===== src/rtl/drum_sequencer_if.sv =====
// Bundle between the sequencer and its neighbours. The control FSM and
// the bpm divider act as master. The sequencer core acts as slave.
interface drum_sequencer_if #(
  parameter int NUM_INS = 4,
  parameter int STEP_W  = 3
);
  localparam int STEPS = 2 ** STEP_W;

  // step strobe, transport and loading controls
  logic                tick;
  logic                play;
  logic                pause;
  logic [NUM_INS-1:0]  ld_ins;
  logic                ld_len;
  logic [STEPS-1:0]    sel;
  logic [STEP_W-1:0]   len;
  logic [NUM_INS-1:0]  mute;

  // playback outputs toward sound / LED logic
  logic [NUM_INS-1:0]  ins_out;
  logic [NUM_INS-1:0]  trig;
  logic [STEP_W-1:0]   step;
  logic                running;

  modport master (
    output tick, play, pause, ld_ins, ld_len, sel, len, mute,
    input  ins_out, trig, step, running
  );

  modport slave (
    input  tick, play, pause, ld_ins, ld_len, sel, len, mute,
    output ins_out, trig, step, running
  );
endinterface


===== src/rtl/drum_sequencer.sv =====
// Step sequencer with NUM_INS channels and STEPS = 2**STEP_W steps each.
// It plays one step per tempo tick and drives a held gate per channel
// plus a one-clock trigger pulse on each hit. Patterns and the pattern
// length load synchronously in any state. A tick in the same cycle
// still plays the old values.
module drum_sequencer #(
  parameter int NUM_INS = 4,
  parameter int STEP_W  = 3
) (
  input  logic                clk,
  input  logic                reset,
  drum_sequencer_if.slave     bus
);
  localparam int STEPS = 2 ** STEP_W;

  typedef enum logic [1:0] {
    S_STOP  = 2'd0,
    S_RUN   = 2'd1,
    S_PAUSE = 2'd2
  } state_t;

  state_t               state_q;
  logic [STEP_W-1:0]    step_q;
  logic [NUM_INS-1:0]   ins_q;
  logic [NUM_INS-1:0]   trig_q;
  logic                 run_q;

  logic [STEPS-1:0]     pat_q [NUM_INS];
  logic [STEPS-1:0]     pat_d [NUM_INS];
  logic [STEP_W-1:0]    last_q;
  logic [STEP_W-1:0]    last_d;

  logic [NUM_INS-1:0]   hit;
  logic [STEP_W-1:0]    step_nxt;

  // Next pattern/length values. The registers update at the edge, so a
  // coincident tick still reads the old contents.
  always_comb begin
    for (int i = 0; i < NUM_INS; i++) begin
      pat_d[i] = pat_q[i];
      if (bus.ld_ins[i]) pat_d[i] = bus.sel;
    end
    last_d = last_q;
    if (bus.ld_len) last_d = bus.len;
  end

  // Pattern and length storage, cleared by reset
  always_ff @(posedge clk) begin
    if (!reset) begin
      for (int i = 0; i < NUM_INS; i++) pat_q[i] <= '0;
      last_q <= STEP_W'(STEPS - 1);
    end else begin
      for (int i = 0; i < NUM_INS; i++) pat_q[i] <= pat_d[i];
      last_q <= last_d;
    end
  end

  // Hit vector for the current step with mute applied. It is captured
  // only on a tick, so a mute change between ticks leaves the gate alone.
  always_comb begin
    hit = '0;
    for (int i = 0; i < NUM_INS; i++) begin
      hit[i] = pat_q[i][step_q] & ~bus.mute[i];
    end
    // >= instead of == so a length shortened below the current step wraps
    step_nxt = (step_q >= last_q) ? '0 : step_q + 1'b1;
  end

  // Transport FSM with registered gate, trigger, step and running outputs
  always_ff @(posedge clk) begin
    if (!reset) begin
      state_q <= S_STOP;
      step_q  <= '0;
      ins_q   <= '0;
      trig_q  <= '0;
      run_q   <= 1'b0;
    end else begin
      trig_q <= '0;
      unique case (state_q)
        S_STOP: begin
          ins_q  <= '0;
          step_q <= '0;
          if (bus.play) begin
            if (bus.pause) begin
              state_q <= S_PAUSE;
            end else begin
              state_q <= S_RUN;
              run_q   <= 1'b1;
            end
          end
        end
        S_RUN: begin
          if (!bus.play) begin
            state_q <= S_STOP;
            step_q  <= '0;
            ins_q   <= '0;
            run_q   <= 1'b0;
          end else if (bus.pause) begin
            state_q <= S_PAUSE;
            ins_q   <= '0;
            run_q   <= 1'b0;
          end else if (bus.tick) begin
            ins_q  <= hit;
            trig_q <= hit;
            step_q <= step_nxt;
          end
        end
        S_PAUSE: begin
          ins_q <= '0;
          if (!bus.play) begin
            state_q <= S_STOP;
            step_q  <= '0;
          end else if (!bus.pause) begin
            state_q <= S_RUN;
            run_q   <= 1'b1;
          end
        end
        default: begin
          state_q <= S_STOP;
          step_q  <= '0;
          ins_q   <= '0;
          run_q   <= 1'b0;
        end
      endcase
    end
  end

  assign bus.ins_out = ins_q;
  assign bus.trig    = trig_q;
  assign bus.step    = step_q;
  assign bus.running = run_q;

endmodule

===== src/flat_wrapper.sv =====
// flat-port wrapper written by rule: the top's interface ports become plain ports
module drum_sequencer_flat 
#(
  parameter int NUM_INS = 4,
  parameter int STEP_W  = 3
)
  (clk, reset, bus_tick, bus_play, bus_pause, bus_ld_ins, bus_ld_len, bus_sel, bus_len, bus_mute, bus_ins_out, bus_trig, bus_step, bus_running);
  drum_sequencer_if #(.NUM_INS(NUM_INS), .STEP_W(STEP_W)) bus_i ();
  input  logic clk;
  input  logic reset;
  input wire logic [$bits(bus_i.tick)-1:0] bus_tick;
  input wire logic [$bits(bus_i.play)-1:0] bus_play;
  input wire logic [$bits(bus_i.pause)-1:0] bus_pause;
  input wire logic [$bits(bus_i.ld_ins)-1:0] bus_ld_ins;
  input wire logic [$bits(bus_i.ld_len)-1:0] bus_ld_len;
  input wire logic [$bits(bus_i.sel)-1:0] bus_sel;
  input wire logic [$bits(bus_i.len)-1:0] bus_len;
  input wire logic [$bits(bus_i.mute)-1:0] bus_mute;
  output wire logic [$bits(bus_i.ins_out)-1:0] bus_ins_out;
  output wire logic [$bits(bus_i.trig)-1:0] bus_trig;
  output wire logic [$bits(bus_i.step)-1:0] bus_step;
  output wire logic [$bits(bus_i.running)-1:0] bus_running;
  assign bus_i.tick = bus_tick;
  assign bus_i.play = bus_play;
  assign bus_i.pause = bus_pause;
  assign bus_i.ld_ins = bus_ld_ins;
  assign bus_i.ld_len = bus_ld_len;
  assign bus_i.sel = bus_sel;
  assign bus_i.len = bus_len;
  assign bus_i.mute = bus_mute;
  assign bus_ins_out = bus_i.ins_out;
  assign bus_trig = bus_i.trig;
  assign bus_step = bus_i.step;
  assign bus_running = bus_i.running;
  drum_sequencer #(.NUM_INS(NUM_INS), .STEP_W(STEP_W)) u_core (.clk(clk), .reset(reset), .bus(bus_i));
endmodule

===== config.mk =====
export PLATFORM = sky130hd
export DESIGN_NAME = drum_sequencer_flat
export DESIGN_NICKNAME = d
export VERILOG_FILES = /design/src/rtl/drum_sequencer_if.sv /design/src/rtl/drum_sequencer.sv /design/src/flat_wrapper.sv
export SDC_FILE = /design/constraint.sdc
export NUM_CORES = 1
export LEC_CHECK = 0
export BUFFER_PORTS_ARGS = -buffer_cell sky130_fd_sc_hd__buf_2
export CAP_MARGIN = 20
export CELL_PAD_IN_SITES_DETAIL_PLACEMENT = 2
export CELL_PAD_IN_SITES_GLOBAL_PLACEMENT = 2
export CORE_MARGIN = 2
export CORE_UTILIZATION = 38
export CTS_BUF_LIST = sky130_fd_sc_hd__clkbuf_8 sky130_fd_sc_hd__clkbuf_16
export DETAILED_ROUTE_END_ITERATION = 10
export PLACE_DENSITY_LB_ADDON = 0.1
export SYNTH_ARGS = -nofsm -noshare
export SYNTH_HDL_FRONTEND = slang
export SYNTH_SLANG_ARGS = --single-unit

===== constraint.sdc =====
create_clock -name clk -period 2.5 [get_ports clk]
set_input_delay 0.375 -clock clk [delete_from_list [all_inputs] [get_ports clk]]
set_output_delay 0.375 -clock clk [all_outputs]
set_load 0.02 [all_outputs]

* Word level (Yosys, flattened, before mapping)
Memories as Yosys holds them, arrays and structs flattened.
Cells that the tools add are included.
** Word-level totals
- Flip-flop bits (word level) :: 17
- RAM bits :: 32
- Input port bits :: 25
- Output and inout port bits :: 12
- Word-level logic and storage cells :: 79
- Memories kept :: 1
** Operators by class
- Add/subtract/negate cells :: 1
- Magnitude comparators :: 2
- Equal/unequal tests :: 10
- Muxes and demuxes :: 36
- Bitwise operators :: 16
- Reductions and logical operators :: 7
** Memories
- u_core.pat_q :: words 4, bits a word 8, rd ports 4, clocked after Yosys merged registers in 0, write ports 4, RTL line drum_sequencer.sv:28 : logic [STEPS-1:0] pat_q [NUM_INS];
** Operators with widths (count)
- 8-bit 2-to-1 mux :: 8
- 3-bit 2-to-1 mux :: 5
- 1-bit binary-select mux with 3-bit select :: 4
- 2-bit 2-to-1 mux :: 6
- 3-bit != test (second input constant) :: 4
- 1-bit 2-to-1 mux :: 10
- 3-bit AND reduction :: 3
- 1-bit NOT :: 8
- 2-bit != test (second input constant) :: 3
- 2-bit one-hot mux with 3 select lines :: 1
- 3-bit one-hot mux with 2 select lines :: 1
- 5-bit OR reduction :: 1
- 1-bit bitwise AND :: 4
- 3-bit by 4-bit < comparator with 1-bit output (second input constant) :: 1
- 1-bit OR :: 4
- 4-bit OR reduction :: 1
- 3-bit by 1-bit adder with 3-bit output (second input constant) :: 1
- 3-bit >= comparator :: 1
- 2-bit by 1-bit equality test with 1-bit output (second input constant) :: 1
- 2-bit equality test (second input constant) :: 1
- 2-bit zero test :: 1
- 2-bit by 1-bit != test with 1-bit output (second input constant) :: 1
- 1-bit one-hot mux with 2 select lines :: 1
- 2-bit OR reduction :: 1

* Logic depth before layout (Yosys ltp)
- Depth after elaboration :: 6
- Mapped depth :: 6
- Depth with buffers taken out :: 6

* Worst setup path after synthesis
No wires, ideal clock.
- Path kind :: register to register
- From :: reg u_core.step_q[0], in the netlist u_core.bus.step[0]
- To :: reg u_core.step_q[2], in the netlist u_core.bus.step[2]
- Setup time :: 0.066 ns
- Data arrival time :: 1.804 ns
- Path slack :: 0.630 ns
- Cell stages (with the launch flop) :: 7
- Cells stage by stage :: dfxtp_1 inv_1 ha_1 or3b_4 a2111oi_4 o21ai_2 a21boi_2
** Between the ends
- Word-level cells in the longest chain between the ends :: 6
** Ends and longest elaborated chain
- start, declared :: RTL line drum_sequencer.sv:23 : logic [STEP_W-1:0] step_q;
- start signal, assigned :: RTL line drum_sequencer.sv:105 : step_q <= step_nxt;
- 3-bit by 1-bit adder with 3-bit output / 3-bit >= comparator (equally long branches) :: RTL line drum_sequencer.sv:66 : step_nxt = (step_q >= last_q) ? '0 : step_q + 1'b1;
- 3-bit 2-to-1 mux * :: RTL line drum_sequencer.sv:66
- 3-bit 2-to-1 mux * :: RTL line drum_sequencer.sv:102 : end else if (bus.tick) begin
- 3-bit 2-to-1 mux * :: RTL line drum_sequencer.sv:98 : end else if (bus.pause) begin
- 3-bit 2-to-1 mux * :: RTL line drum_sequencer.sv:93 : if (!bus.play) begin
- 3-bit one-hot mux with 2 select lines * :: RTL line drum_sequencer.sv:79 : unique case (state_q)
Mark *: on every way between the ends. The rest lies on a longest branch, timed or not. The select of a mux whose other input is x is not followed.
A chain may end at the register's enable or synchronous reset.

* Final worst setup path
- From :: reg u_core.step_q[0], in the netlist u_core.bus.step[0]
- To :: reg u_core.step_q[0], in the netlist u_core.bus.step[0]
Same word-level chain as after synthesis.

==> out/qor.yml <==
power_and_ir_drop:
  ir_drop_mv: 0.285
  power_frac_seq: 0.573
  leakagePower_nw: 1.11
  pwr-share-clk: 0.320
  p_per_area_mw_per_mm2: 580
  pwr-share-comb: 0.107
  p_int_mw: 1.11
  swShare: 0.243
  p_sw_mw: 0.355
outcome:
  status: "completed"
detailed_routing:
  wl_per_cell_um: 18.0
  post_drt_via_cell_ratio: 5.10
  dr.first_iter.drc_count: 52
  final_antenna_net_count: 0
  firstDrtPassIters: 4
  wl_met2_um: 2770
  wl_met3_um: 219
  drc: 0
  wl_um: 5700
  vias: 1617
  wl_met1_um: 2660
  top_layer: "met4"
global_route:
  track_usage: 0.190
  grt_pass1_wl_um: 9130
  antenna_found_initial: 0
  grt_max_degree: 41
  grt_pass1_vias: 1784
  grt_overflow_total: 0
final_layout:
  antenna_cells: 0
  finalNetCount: 274
  fillers: 612
  drive_gt1_frac: 0.196
  final_util: 0.451
  area_delta_synth_final_pct: 13.8
  most-common-layout-cells: "49 x mux2i_1, 49 x dfxtp_1, 39 x nor2b_1"
die:
  die_area_mm2: 0.00644
  coreArea_mm2: 0.00557
  die_h_um: 80.3
  num_rows: 27
  fp.dieW_um: 80.3
  io_pins: 37
  start_util: 0.397
critical_path:
  critical_path_required_ps: 2720
  crit_type: "reg2reg"
  r2r_slack_ps: 460
  critPathLaunchType: "flip-flop"
  crit_arrival_ps: 2260
  worstSetupEndpointType: "flip-flop"
  worstPathMaxFanout: 8
logic_synthesis:
  synthDistinctLibCells: 32
  syn_inst: 210
  ys_async_sr_fraction: 0
  syn_area_mm2: 0.00221
  synth.area.top_cells: "dfxtp_1 44%, mux2i_1 22%, nor2b_1 11%"
  synth_top_area_cell: "dfxtp_1"
  synthFlopType: "dfxtp_1"
  ys.warnings.count: 0
  synth_edf_count: 0
  synth.yosys.seq_area_share: 0.444
  synth.top_cell.area_share: 0.444
  synth_nets: 239
  synth-seq-cells: 49
  synth_area_per_cell_um2: 10.5
sta:
  finClkSkew_ps: 8.85
  period_share: 0.815
  min_period_ps: 2040
  slew_headroom: 0.658
  rsz0062_at_grt: "no"
  fin_ws_ps: 464
  tightest_slew_ps: 509
  report.final.setup_viol: 0
  fmax_mhz: 491
  hold_violations: 0
  tns_ps: 0
  slew_violations: 0
cts:
  cts_resized: 0
  cts_buffer_depth: 2
  cts_root_buf: "clkbuf_8"
  clock_latency_ps: 300
  cts_sinks: 49
  clkTransAtPathRegs_ps: 80
  ctsHtreeMaxLevel: 2
  cts_setup_buffers: 0
  cts_buffers: 5
  cts_tree: "done"
  cts_hold_buf: 0
hold_path:
  hp-class: "in2reg"
placement:
  dp_slack_ps: 541
  hpwl_um: 4280
  gp_congestion: 0.795
  io_buffer_count: 36
job:
  drv_cap: 0
[registers in the layout, indices dropped and copies added, names as in the netlist]
| name | flops |
|---|---|
| u_core.bus.ins_out | 4 |
| u_core.bus.trig | 4 |
| u_core.last_q | 3 |
| u_core.state_q | 2 |
| u_core.bus.step | 3 |
| u_core.bus.running | 1 |
| u_core.pat_q | 32 |
[area by class of cell]
| type | count | area [um2] | area share |
|---|---|---|---|
| repair buffers | 38 | 195 | 0.0776 |
| clock inverters | 1 | 3.75 | 0.00149 |
| well taps | 72 | 90.1 | 0.0358 |
| clock buffers | 6 | 82.6 | 0.0328 |
| inverters | 3 | 11.3 | 0.00448 |
| flip-flops and latches | 49 | 981 | 0.390 |
| multi-input cells | 148 | 1150 | 0.458 |
[path summary, 6_finish.rpt]
path	from	to	cells after the start
min	bus_len[2]	u_core.last_q[2]	3
min reg2reg	u_core.bus.ins_out[3]	u_core.bus.ins_out[3]	1
max reg2reg	u_core.bus.step[0]	u_core.bus.step[0]	6
max	u_core.bus.step[0]	u_core.bus.step[0]	6
[critical path: stages (launching register included)]
cell and delay, ps:
dfxtp_1 480, inv_1 120, ha_1 310, or3b_4 410
a211oi_1 330, nand2_1 130, a21boi_1 180
[cells by family after synthesis]
| logic type | Yosys count | synth area share |
|---|---|---|
| adder cells (fa/ha/maj) | 4 | 0.0226 |
| flip-flops | 49 | 0.444 |
| buffers and inverters | 13 | 0.0351 |
| multiplexers | 49 | 0.222 |
| AO/OA/AOI/OAI | 24 | 0.0855 |
| AND/OR/NAND/NOR | 71 | 0.191 |
[through the flow]
step                      cell area (um2)  std cells  power [mW]  hold WS, ps
after detailed placement             2430        310        1.01          449
after global placement               2430        310        1.00          431
after global routing                 2520        317        1.54          298
after floorplan                      2210        210       0.951          446
after CTS                            2520        317        1.48          288
final                                2520        317        1.46          293
[synthesized netlist by cell type, types with 2 or more instances]
cell type / n
clkbuf_1: 4
inv_1: 3
ha_1: 4
a22oi_1: 4
nand2_1: 11
a21o_1: 4
a21oi_1: 5
nor2_1: 5
nand3_1: 2
nand2b_1: 5
mux2i_1: 49
and4_1: 4
buf_2: 4
dfxtp_1: 49
o211ai_1: 2
nor2b_1: 39
[per-layer routing]
| metal | vias up | track usage |
|---|---|---|
| li1 | 800 | - |
| met1 | 780 | 0.237 |
| met4 | 0 | 0.0559 |
| met3 | 4 | 0.0449 |
| met5 | - | 0 |
| met2 | 33 | 0.325 |
[power groups by stage]
| stage | sequential [mW] | combinational [mW] | clock [mW] |
|---|---|---|---|
| 5_1_grt | 0.842 | 0.173 | 0.527 |
| 3_3_place_gp | 0.852 | 0.148 | 0 |
| 2_1_floorplan | 0.850 | 0.101 | 0 |
| 6_report | 0.837 | 0.156 | 0.467 |
| 4_1_cts | 0.838 | 0.159 | 0.482 |
| 3_5_place_dp | 0.856 | 0.159 | 0 |
(Power assumes the default switching activity.)
